### config.mk
export PLATFORM = sky130hd
export DESIGN_NAME = rule_match_unpacker_flat
export DESIGN_NICKNAME = d
export VERILOG_FILES = /design/src/rtl/rule_match_unpacker_if.sv /design/src/rtl/rule_match_unpacker.sv /design/src/flat_wrapper.sv
export SDC_FILE = /design/constraint.sdc
export NUM_CORES = 1
export LEC_CHECK = 0
export CELL_PAD_IN_SITES_DETAIL_PLACEMENT = 1
export CELL_PAD_IN_SITES_GLOBAL_PLACEMENT = 2
export CORE_AREA = 2 2 288 290
export CTS_CLUSTER_DIAMETER = 80
export DETAILED_ROUTE_END_ITERATION = 10
export DIE_AREA = 0 0 290 292
export PLACE_DENSITY_LB_ADDON = 0.1
export SLEW_MARGIN = 15
export SYNTH_ARGS = -nofsm -noshare
export SYNTH_HDL_FRONTEND = slang
export SYNTH_SLANG_ARGS = --single-unit
### constraint.sdc
create_clock -name clk -period 14.75 [get_ports clk]
set_input_delay 1.475 -clock clk [delete_from_list [all_inputs] [get_ports clk]]
set_output_delay 1.475 -clock clk [all_outputs]
set_load 0.005 [all_outputs]
### src/rtl/rule_match_unpacker_if.sv
`default_nettype none
// =============================================================================
// rule_match_unpacker_if : packed rule-match input, metadata and rule output
//                          handshake bundle for rule_match_unpacker.
// Revision: 1.0
// =============================================================================

package rule_match_unpacker_pkg;
   typedef logic [63:0] metadata_t;
endpackage

interface rule_match_unpacker_if;
   import rule_match_unpacker_pkg::*;

   logic             in_match_valid;
   logic [511:0]     in_match_data;
   logic             in_match_sop;
   logic             in_match_eop;
   logic [5:0]       in_match_empty;
   logic             in_match_ready;

   logic             in_meta_valid;
   metadata_t        in_meta_data;
   logic             in_meta_ready;

   logic             out_rule_valid;
   logic [15:0]      out_rule_data;
   logic             out_rule_sop;
   logic             out_rule_eop;
   logic             out_rule_ready;

   logic             out_meta_valid;
   metadata_t        out_meta_data;
   logic             out_meta_ready;

   modport slave (
      input  in_match_valid, in_match_data, in_match_sop, in_match_eop, in_match_empty,
      output in_match_ready,
      input  in_meta_valid, in_meta_data,
      output in_meta_ready,
      output out_rule_valid, out_rule_data, out_rule_sop, out_rule_eop,
      input  out_rule_ready,
      output out_meta_valid, out_meta_data,
      input  out_meta_ready
   );

   modport master (
      output in_match_valid, in_match_data, in_match_sop, in_match_eop, in_match_empty,
      input  in_match_ready,
      output in_meta_valid, in_meta_data,
      input  in_meta_ready,
      input  out_rule_valid, out_rule_data, out_rule_sop, out_rule_eop,
      output out_rule_ready,
      input  out_meta_valid, out_meta_data,
      output out_meta_ready
   );
endinterface

`default_nettype wire

### src/rtl/rule_match_unpacker.sv
`default_nettype none
// =============================================================================
// rule_match_unpacker : turns 512-bit packed rule-match beats into one rule ID
//                       per cycle, ending each packet with a zero terminator.
// Revision: 1.0
// =============================================================================

module rule_match_unpacker
   import rule_match_unpacker_pkg::*;
#(
   parameter int RULE_AWIDTH = 13,
   parameter int NUM_LANES   = 32
) (
   input  wire logic             clk,
   input  wire logic             rst_n,
   rule_match_unpacker_if.slave  bus,
   output logic [31:0]           rule_cnt,
   output logic [31:0]           pkt_cnt
);

   localparam int IDX_W = $clog2(NUM_LANES);

   typedef enum logic [2:0] {
      IDLE = 3'd0,
      LOAD = 3'd1,
      SCAN = 3'd2,
      TERM = 3'd3,
      META = 3'd4
   } state_t;

   state_t                  state;
   state_t                  next_state;

   logic [RULE_AWIDTH-1:0]  lane_val  [NUM_LANES];
   logic [NUM_LANES-1:0]    lane_nz;
   logic [RULE_AWIDTH-1:0]  lane_rule [NUM_LANES];
   logic [NUM_LANES-1:0]    lane_mask;
   logic                    last_beat;
   logic                    first_flag;
   metadata_t               meta_q;
   logic [IDX_W-1:0]        sel_idx;

   logic                    meta_ready_c;
   logic                    match_ready_c;
   logic                    rule_valid_c;
   logic [15:0]             rule_data_c;
   logic                    rule_sop_c;
   logic                    rule_eop_c;
   logic                    meta_valid_c;
   logic                    meta_take;
   logic                    beat_take;
   logic                    rule_take;
   logic                    term_take;
   logic                    meta_done;

   logic                    unused_inputs;
   assign unused_inputs = ^{bus.in_match_sop, bus.in_match_empty, bus.in_match_data};

   for (genvar i = 0; i < NUM_LANES; i++) begin : g_lane
      assign lane_val[i] = bus.in_match_data[16*i +: RULE_AWIDTH];
      assign lane_nz[i]  = |lane_val[i];
   end

   always_comb begin
      sel_idx = '0;
      for (int i = NUM_LANES - 1; i >= 0; i--) begin
         if (lane_mask[i]) sel_idx = IDX_W'(i);
      end
   end

   always_ff @(posedge clk or negedge rst_n) begin
      if (!rst_n) state <= IDLE;
      else        state <= next_state;
   end

   always_comb begin
      next_state    = state;
      meta_ready_c  = 1'b0;
      match_ready_c = 1'b0;
      rule_valid_c  = 1'b0;
      rule_data_c   = '0;
      rule_sop_c    = 1'b0;
      rule_eop_c    = 1'b0;
      meta_valid_c  = 1'b0;
      meta_take     = 1'b0;
      beat_take     = 1'b0;
      rule_take     = 1'b0;
      term_take     = 1'b0;
      meta_done     = 1'b0;
      case (state)
         IDLE: begin
            meta_ready_c = 1'b1;
            if (bus.in_meta_valid) begin
               meta_take  = 1'b1;
               next_state = LOAD;
            end
         end
         LOAD: begin
            match_ready_c = 1'b1;
            if (bus.in_match_valid) begin
               beat_take  = 1'b1;
               next_state = SCAN;
            end
         end
         SCAN: begin
            if (lane_mask != '0) begin
               rule_valid_c = 1'b1;
               rule_data_c  = 16'(lane_rule[sel_idx]);
               rule_sop_c   = first_flag;
               rule_take    = bus.out_rule_ready;
            end else begin
               next_state = last_beat ? TERM : LOAD;
            end
         end
         TERM: begin
            rule_valid_c = 1'b1;
            rule_eop_c   = 1'b1;
            rule_sop_c   = first_flag;
            if (bus.out_rule_ready) begin
               term_take  = 1'b1;
               next_state = META;
            end
         end
         META: begin
            meta_valid_c = 1'b1;
            if (bus.out_meta_ready) begin
               meta_done  = 1'b1;
               next_state = IDLE;
            end
         end
         default: next_state = IDLE;
      endcase
   end

   // The reset state is IDLE, so metadata ready must be masked while reset is held.
   assign bus.in_meta_ready  = meta_ready_c & rst_n;
   assign bus.in_match_ready = match_ready_c;
   assign bus.out_rule_valid = rule_valid_c;
   assign bus.out_rule_data  = rule_data_c;
   assign bus.out_rule_sop   = rule_sop_c;
   assign bus.out_rule_eop   = rule_eop_c;
   assign bus.out_meta_valid = meta_valid_c;
   assign bus.out_meta_data  = meta_q;

   always_ff @(posedge clk) begin
      if (beat_take) lane_rule <= lane_val;
   end

   always_ff @(posedge clk or negedge rst_n) begin
      if (!rst_n) begin
         lane_mask  <= '0;
         last_beat  <= 1'b0;
         first_flag <= 1'b0;
         meta_q     <= '0;
         rule_cnt   <= '0;
         pkt_cnt    <= '0;
      end else begin
         if (meta_take) begin
            meta_q     <= bus.in_meta_data;
            first_flag <= 1'b1;
         end
         if (beat_take) begin
            lane_mask <= lane_nz;
            last_beat <= bus.in_match_eop;
         end
         // Clearing the lowest set bit retires exactly the lane being emitted.
         if (rule_take) begin
            lane_mask  <= lane_mask & (lane_mask - 1'b1);
            first_flag <= 1'b0;
            rule_cnt   <= rule_cnt + 32'd1;
         end
         if (term_take) first_flag <= 1'b0;
         if (meta_done) pkt_cnt <= pkt_cnt + 32'd1;
      end
   end

endmodule

`default_nettype wire
### src/flat_wrapper.sv
// flat-port wrapper written by rule: the top's interface ports become plain ports
module rule_match_unpacker_flat import rule_match_unpacker_pkg::*;
#(
   parameter int RULE_AWIDTH = 13,
   parameter int NUM_LANES   = 32
)
  (clk, rst_n, rule_cnt, pkt_cnt, bus_in_match_valid, bus_in_match_data, bus_in_match_sop, bus_in_match_eop, bus_in_match_empty, bus_in_match_ready, bus_in_meta_valid, bus_in_meta_data, bus_in_meta_ready, bus_out_rule_valid, bus_out_rule_data, bus_out_rule_sop, bus_out_rule_eop, bus_out_rule_ready, bus_out_meta_valid, bus_out_meta_data, bus_out_meta_ready);
  rule_match_unpacker_if bus_i ();
  input  wire logic clk;
  input  wire logic rst_n;
  output logic [31:0] rule_cnt;
  output logic [31:0] pkt_cnt;
  input wire logic [$bits(bus_i.in_match_valid)-1:0] bus_in_match_valid;
  input wire logic [$bits(bus_i.in_match_data)-1:0] bus_in_match_data;
  input wire logic [$bits(bus_i.in_match_sop)-1:0] bus_in_match_sop;
  input wire logic [$bits(bus_i.in_match_eop)-1:0] bus_in_match_eop;
  input wire logic [$bits(bus_i.in_match_empty)-1:0] bus_in_match_empty;
  output wire logic [$bits(bus_i.in_match_ready)-1:0] bus_in_match_ready;
  input wire logic [$bits(bus_i.in_meta_valid)-1:0] bus_in_meta_valid;
  input wire logic [$bits(bus_i.in_meta_data)-1:0] bus_in_meta_data;
  output wire logic [$bits(bus_i.in_meta_ready)-1:0] bus_in_meta_ready;
  output wire logic [$bits(bus_i.out_rule_valid)-1:0] bus_out_rule_valid;
  output wire logic [$bits(bus_i.out_rule_data)-1:0] bus_out_rule_data;
  output wire logic [$bits(bus_i.out_rule_sop)-1:0] bus_out_rule_sop;
  output wire logic [$bits(bus_i.out_rule_eop)-1:0] bus_out_rule_eop;
  input wire logic [$bits(bus_i.out_rule_ready)-1:0] bus_out_rule_ready;
  output wire logic [$bits(bus_i.out_meta_valid)-1:0] bus_out_meta_valid;
  output wire logic [$bits(bus_i.out_meta_data)-1:0] bus_out_meta_data;
  input wire logic [$bits(bus_i.out_meta_ready)-1:0] bus_out_meta_ready;
  assign bus_i.in_match_valid = bus_in_match_valid;
  assign bus_i.in_match_data = bus_in_match_data;
  assign bus_i.in_match_sop = bus_in_match_sop;
  assign bus_i.in_match_eop = bus_in_match_eop;
  assign bus_i.in_match_empty = bus_in_match_empty;
  assign bus_in_match_ready = bus_i.in_match_ready;
  assign bus_i.in_meta_valid = bus_in_meta_valid;
  assign bus_i.in_meta_data = bus_in_meta_data;
  assign bus_in_meta_ready = bus_i.in_meta_ready;
  assign bus_out_rule_valid = bus_i.out_rule_valid;
  assign bus_out_rule_data = bus_i.out_rule_data;
  assign bus_out_rule_sop = bus_i.out_rule_sop;
  assign bus_out_rule_eop = bus_i.out_rule_eop;
  assign bus_i.out_rule_ready = bus_out_rule_ready;
  assign bus_out_meta_valid = bus_i.out_meta_valid;
  assign bus_out_meta_data = bus_i.out_meta_data;
  assign bus_i.out_meta_ready = bus_out_meta_ready;
  rule_match_unpacker #(.RULE_AWIDTH(RULE_AWIDTH), .NUM_LANES(NUM_LANES)) u_core (.clk(clk), .rst_n(rst_n), .bus(bus_i), .rule_cnt(rule_cnt), .pkt_cnt(pkt_cnt));
endmodule
Word level (Yosys, flattened, before mapping)
Cells that the tools add are included.
{"block": "word_totals", "register_bits": 581, "inputBits": 590, "out_inout_bits": 150, "elab_cells": 159}
{"block": "classes", "add_sub_neg": 3, "magnitude_cmp": 1, "eq_ne": 9, "n_mux": 67, "bitwise": 3, "reduce_logical": 37}
{"cell": "$reduce_or A13 Y1", "count": 32}
{"cell": "$mux W5", "count": 32}
{"cell": "$bmux W13 S5", "count": 1}
{"cell": "$add A32 B1 Y32 const B", "count": 2}
{"cell": "$mux W32", "count": 2}
{"cell": "$mux W13", "count": 3}
{"cell": "$and A32 B32 Y32", "count": 1}
{"cell": "$reduce_bool A32 Y1", "count": 1}
{"cell": "$sub A32 B1 Y32 const B", "count": 1}
{"cell": "$mux W1", "count": 19}
{"cell": "$mux W16", "count": 1}
{"cell": "$mux W3", "count": 5}
{"cell": "$pmux W3 S5", "count": 1}
{"cell": "$ne A2 B2 Y1 const B", "count": 5}
{"cell": "$eq A3 B2 Y1 const B", "count": 2}
{"cell": "$ge A6 B6 Y1 const B", "count": 1}
{"cell": "$not A5 Y6", "count": 1}
{"cell": "$reduce_and A5 Y1", "count": 1}
{"cell": "$pmux W1 S2", "count": 2}
{"cell": "$eq A3 B1 Y1 const B", "count": 1}
{"cell": "$eq A3 B3 Y1 const B", "count": 1}
{"cell": "$logic_not A3 Y1", "count": 1}
{"cell": "$reduce_bool A3 Y1", "count": 1}
{"cell": "$mux W2", "count": 1}
{"cell": "other kinds (2)", "count": 2}

Depth between registers and ports, before layout
{"block": "depth", "ltp_word": 38, "mapped_depth": 11, "depth_no_buf": 8}

Least setup slack after synthesis
Ideal clock, no wire load.
{"block": "synth_path", "kind": "input -> register", "from": "in bus_in_match_valid", "to": "reg u_core.lane_rule[0] (netlist bit), enable pin", "setup_time_ps": 943, "t_arrival_ps": 13285, "required_time_ps": 13807, "slack_ps": 522, "cell_stages": 4, "path_buffers": 2, "cell_sequence": "nand3b_1 > inv_1 > clkbuf_1 > clkbuf_1"}
{"block": "synth_via", "elab_chain_len": 2}
{"element": "from (decl)", "line": "flat_wrapper.sv:13", "source": "input wire logic [$bits(bus_i.in_match_valid)-1:0] bus_in_match_valid;"}
{"element": "$mux W1", "line": "rule_match_unpacker.sv:100", "source": "if (bus.in_match_valid) begin"}
{"element": "$mux W1", "line": "rule_match_unpacker.sv:90", "source": "case (state)"}
{"element": "via u_core.beat_take", "line": "rule_match_unpacker.sv:51", "source": "logic beat_take;"}
{"element": "to (signal assigned)", "line": "rule_match_unpacker.sv:146", "source": "if (beat_take) lane_rule <= lane_val;"}
{"element": "to (decl)", "line": "rule_match_unpacker.sv:36", "source": "logic [RULE_AWIDTH-1:0] lane_rule [NUM_LANES];"}
The timed path passes the listed nets, and every way through them passes these cells.
A chain may end at the register's enable or synchronous reset.

Final worst setup path
{"block": "layout_path", "from": "reg u_core.lane_mask[6]", "to": "out bus_out_rule_data[4]"}
{"block": "layout_via", "elab_chain_len": 13, "elab_cells_between_ends": 14, "cone_classes": "12 x mux; 1 x bitwise; 1 x reduce/logical"}
{"element": "from (decl)", "line": "rule_match_unpacker.sv:37", "source": "logic [NUM_LANES-1:0] lane_mask;"}
{"element": "from (signal assigned)", "line": "rule_match_unpacker.sv:163", "source": "lane_mask <= lane_nz;"}
{"element": "from (signal assigned)", "line": "rule_match_unpacker.sv:168", "source": "lane_mask <= lane_mask & (lane_mask - 1'b1);"}
{"element": "$mux W5 (7 in series)", "line": "rule_match_unpacker.sv:67", "source": "if (lane_mask[i]) sel_idx = IDX_W'(i);"}
{"element": "$not A5 Y6 (implied by the code)", "line": "rule_match_unpacker.sv:108", "source": "rule_data_c = 16'(lane_rule[sel_idx]);"}
{"element": "$bmux W13 S5", "line": "rule_match_unpacker.sv:108"}
{"element": "$mux W13 (implied by the code) (2 in series)", "line": "rule_match_unpacker.sv:108"}
{"element": "$mux W13 *", "line": "rule_match_unpacker.sv:106", "source": "if (lane_mask != '0) begin"}
{"element": "$mux W16 *", "line": "rule_match_unpacker.sv:90"}
{"element": "to (decl)", "line": "flat_wrapper.sv:23", "source": "output wire logic [$bits(bus_i.out_rule_data)-1:0] bus_out_rule_data;"}
Every way passes the cells marked *; elsewhere a longest branch is shown, timed or not. The select of a mux whose other input is x is not followed.

==> results.md <==
- Req. time, crit path: 13,280 ps
- Critical Path End Type: output pin
- Crit path DAT: 5360 ps
- Total Power: 6.398 mW
- Drt drc: 0
- YS warnings: 0
- Tmin final: 6830 ps
- Multi-input logic area: 7207 um2
- IO buf count: 633
- Total routed wirelength: 99,030 um
- Vias in the first global route: 20.39k
- Worst Path Buf+Inv: 3
- FP Rows: 105
- Simple-gate share of the synthesized area: 13.88%
- Die Ht: 292 um
- Largest net degree at the start of global routing: 127
- Flop-to-flop setup slack: 10,570 ps
- Core ar.: 81,580 um2
- Crit path max-delay cell type: a2111o_2
- Most frequent cells in the layout: 632 x clkdlybuf4s50_1, 416 x edfxtp_1, 276 x nand2_1, 164 x dfrtp_1, 130 x o21ai_0
- EDFF count, synth: 416
- Post-CTS Setup Bufs: 0
- Final instance area: 34,070 um2
- Synth Area per Inst: 12.64 um2
- Die area: 84,680 um2
- Final ANT Viol Nets: 0
- First-pass DRT Iterations: 5
- Seq/Total Area, Yosys: 68.40%
- Final cycle utilization of the critical path: 46.31%
- Adder-cell share of the synthesized area: 0.1030%
- Worst Setup Start Kind: register
- Storage cell area: 16,620 um2
- Delay-heaviest family, CP: compound AO/OA/AOI/OAI gates
- Tot GR Track Use: 23.01%
- Post-placement cell count: 3,547
- Number of fill cells: 8,568
- # H-tree levels: 3
- CTS max path bufs: 3
- CTS tree: built
- Root buf cell: clkbuf_16
- Post-synth top flop: edfxtp_1
- Post-synthesis cell type count: 69
- Initial Util: 29.78%
- Lkg Pwr: 11.84 nW
- Commonest non-fill, non-tap cell in the layout: clkdlybuf4s50_1
- Worst min path class: register to register
- Max-cap viol count: 0
- Largest stage delay, worst path: 760 ps
- Num CTS Buffers: 70
- Initial antenna violation count: 46
- CP Cell Sequence: inv_1 > a2111oi_0 > o211a_1 > a2111o_2 > buf_4 > nand2_1 > a32oi_1 > nand3_1 > nand4_1 > clkdlybuf4s50_1
- Slew @ Worst Pin: 1184 ps
- Hold Vio Cnt, Final: 0
- Synth Register Bits: 581
- RSZ-0062 raised after global routing: false
- Hold-fix buffers, CTS: 0
- Synthesized instance count: 1,922
- Final slew viol count: 0
- Final worst setup slack: 7920 ps
- DR iter-0 viols: 1,104
- Synth Cell Area: 24,300 um2
- Io pins: 740
- Via count of the routed design: 18.87k
- Largest family of logic cells by synthesized area: simple AND/OR/NAND/NOR gates
- Fin cells: 3,684
- Vias per Instance: 5.122
- Hold slack final: 464.4 ps
- Clock Skew: 22.72 ps
- Post-synthesis mux area share: 3.053%
- Run status: finished, final reports clean
- CTS sink count: 581
- Slew HR: 20.34%
- Clock Latency Late Sink: 610 ps
- CTS resizes: 0
- Placer Congestion: 0.8395
- Post-layout net count: 3,141
- Drt wl/cell: 26.88 um
- Peak fanout along the critical path: 65
- DP Area: 31,750 um2
- Power Density: 187.8 nW/um2
- Post-DP HPWL: 74,750 um
- Synth Area in XOR/XNOR: 2.235%
- Max rail drop VDD: 125.3 uV
- Worst slack, placed: 8536 ps
- F_max: 146.4 MHz
- Die width: 290 um
- Compound-gate portion of the synthesized area: 10.23%
- Layout cells sized above 1: 8.535%
- Final setup viols: 0
- Post-synthesis async set-or-reset flop share: 28.40%
- Clock transition at the registers of the reported paths: 60 ps
- Crit path kind: register to output pin
- Congestion Overflow GR: 0
- Layout Utilization: 41.76%
- Area Overhead vs Synth: 40.21%
- First-pass GRT wire length: 142,300 um
- Setup TNS Final: 0 ps
==> worst register-to-register path: stages (launching register included) <==
cell and delay [ps]:
dfrtp_1 500, nor2b_1 250, nand3b_1 100, buf_4 270
inv_8 650, buf_4 1030, buf_4 950
==> state kept, by name, summed over array words and instances (netlist names) <==
register / flops
u_core.last_beat: 1
u_core.lane_mask: 32
u_core.pkt_cnt: 32
u_core.bus.out_meta_data: 64
u_core.state: 3
u_core.first_flag: 1
u_core.rule_cnt: 32
u_core.lane_rule: 416
==> report_power, final <==
part           switching, mW  internal [mW]  total, mW
clock                  0.705           1.03       1.74
sequential             0.202           2.14       2.34
combinational           1.45          0.867       2.31
==> layout make-up <==
type                       count  share of cell area [%]
sequential                   581                   48.80
clock buffer                  94                   5.931
timing repair buffer         656                   19.14
tap                         1070                   3.929
multi-input combinational   1228                   21.15
inverter                      12                  0.1542
antenna                       13                 0.09548
clock inverter                30                  0.7969
==> synthesized netlist by cell type, types with 6 or more instances <==
| library cell | number | area share (%) |
|---|---|---|
| nand2b_1 | 7 | 0.18 |
| a21oi_1 | 87 | 1.8 |
| o21ai_0 | 130 | 2.7 |
| and3_1 | 8 | 0.21 |
| dfrtp_1 | 165 | 17 |
| xnor2_1 | 44 | 1.6 |
| a32oi_1 | 22 | 0.79 |
| nor4_1 | 72 | 1.9 |
| mux2_2 | 65 | 3.0 |
| nor2_1 | 99 | 1.5 |
| buf_2 | 37 | 0.76 |
| inv_1 | 12 | 0.19 |
| a31o_2 | 11 | 0.40 |
| a31oi_1 | 43 | 1.1 |
| xor2_1 | 18 | 0.65 |
| and2_1 | 6 | 0.15 |
| o211ai_1 | 11 | 0.34 |
| clkbuf_1 | 55 | 0.85 |
| nor3_1 | 75 | 1.5 |
| a22o_1 | 13 | 0.47 |
| nand2_1 | 276 | 4.3 |
| o311ai_0 | 6 | 0.22 |
| a311o_1 | 12 | 0.49 |
| nand3_1 | 73 | 1.5 |
| or4_1 | 19 | 0.59 |
| edfxtp_1 | 416 | 51 |
| nand4_1 | 49 | 1.3 |
| a22oi_1 | 18 | 0.56 |
==> path summary, 6_finish.rpt <==
check | end | start | depth (start not counted)
max in group asynchronous | u_core.lane_mask[0] | rst_n | 2
worst max register to register | u_core.lane_rule[170] | u_core.state[0] | 6
worst max-delay path | bus_out_rule_data[4] | u_core.lane_mask[6] | 10
worst min register to register | u_core.pkt_cnt[31] | u_core.pkt_cnt[31] | 1
min in group asynchronous | u_core.pkt_cnt[30] | rst_n | 1
worst min-delay path | u_core.pkt_cnt[31] | u_core.pkt_cnt[31] | 1
==> cell families (layout without fill, tap and decap cells) <==
logic type,count (synthesis),in the layout
and+or+nand+nor,708,708
DFF,581,581
AOI/OAI and AO/OA,387,387
buffers and inverters,115,792
muxes,66,66
xor gates and xnor gates,62,62
adders and majority gates,2,2
other,1,16
==> per-layer routing <==
layer	share of wire, %	wire, um	up-vias	GRT usage (%)
met3	7.5	7430	181	7.170
met2	49	48040	606	38.40
met1	41	40120	9438	28.04
li1	-	-	8588	-
met4	3.1	3094	56	8.283
met5	0.35	342	-	0
No activity file was read; power rests on OpenSTA's default activity.
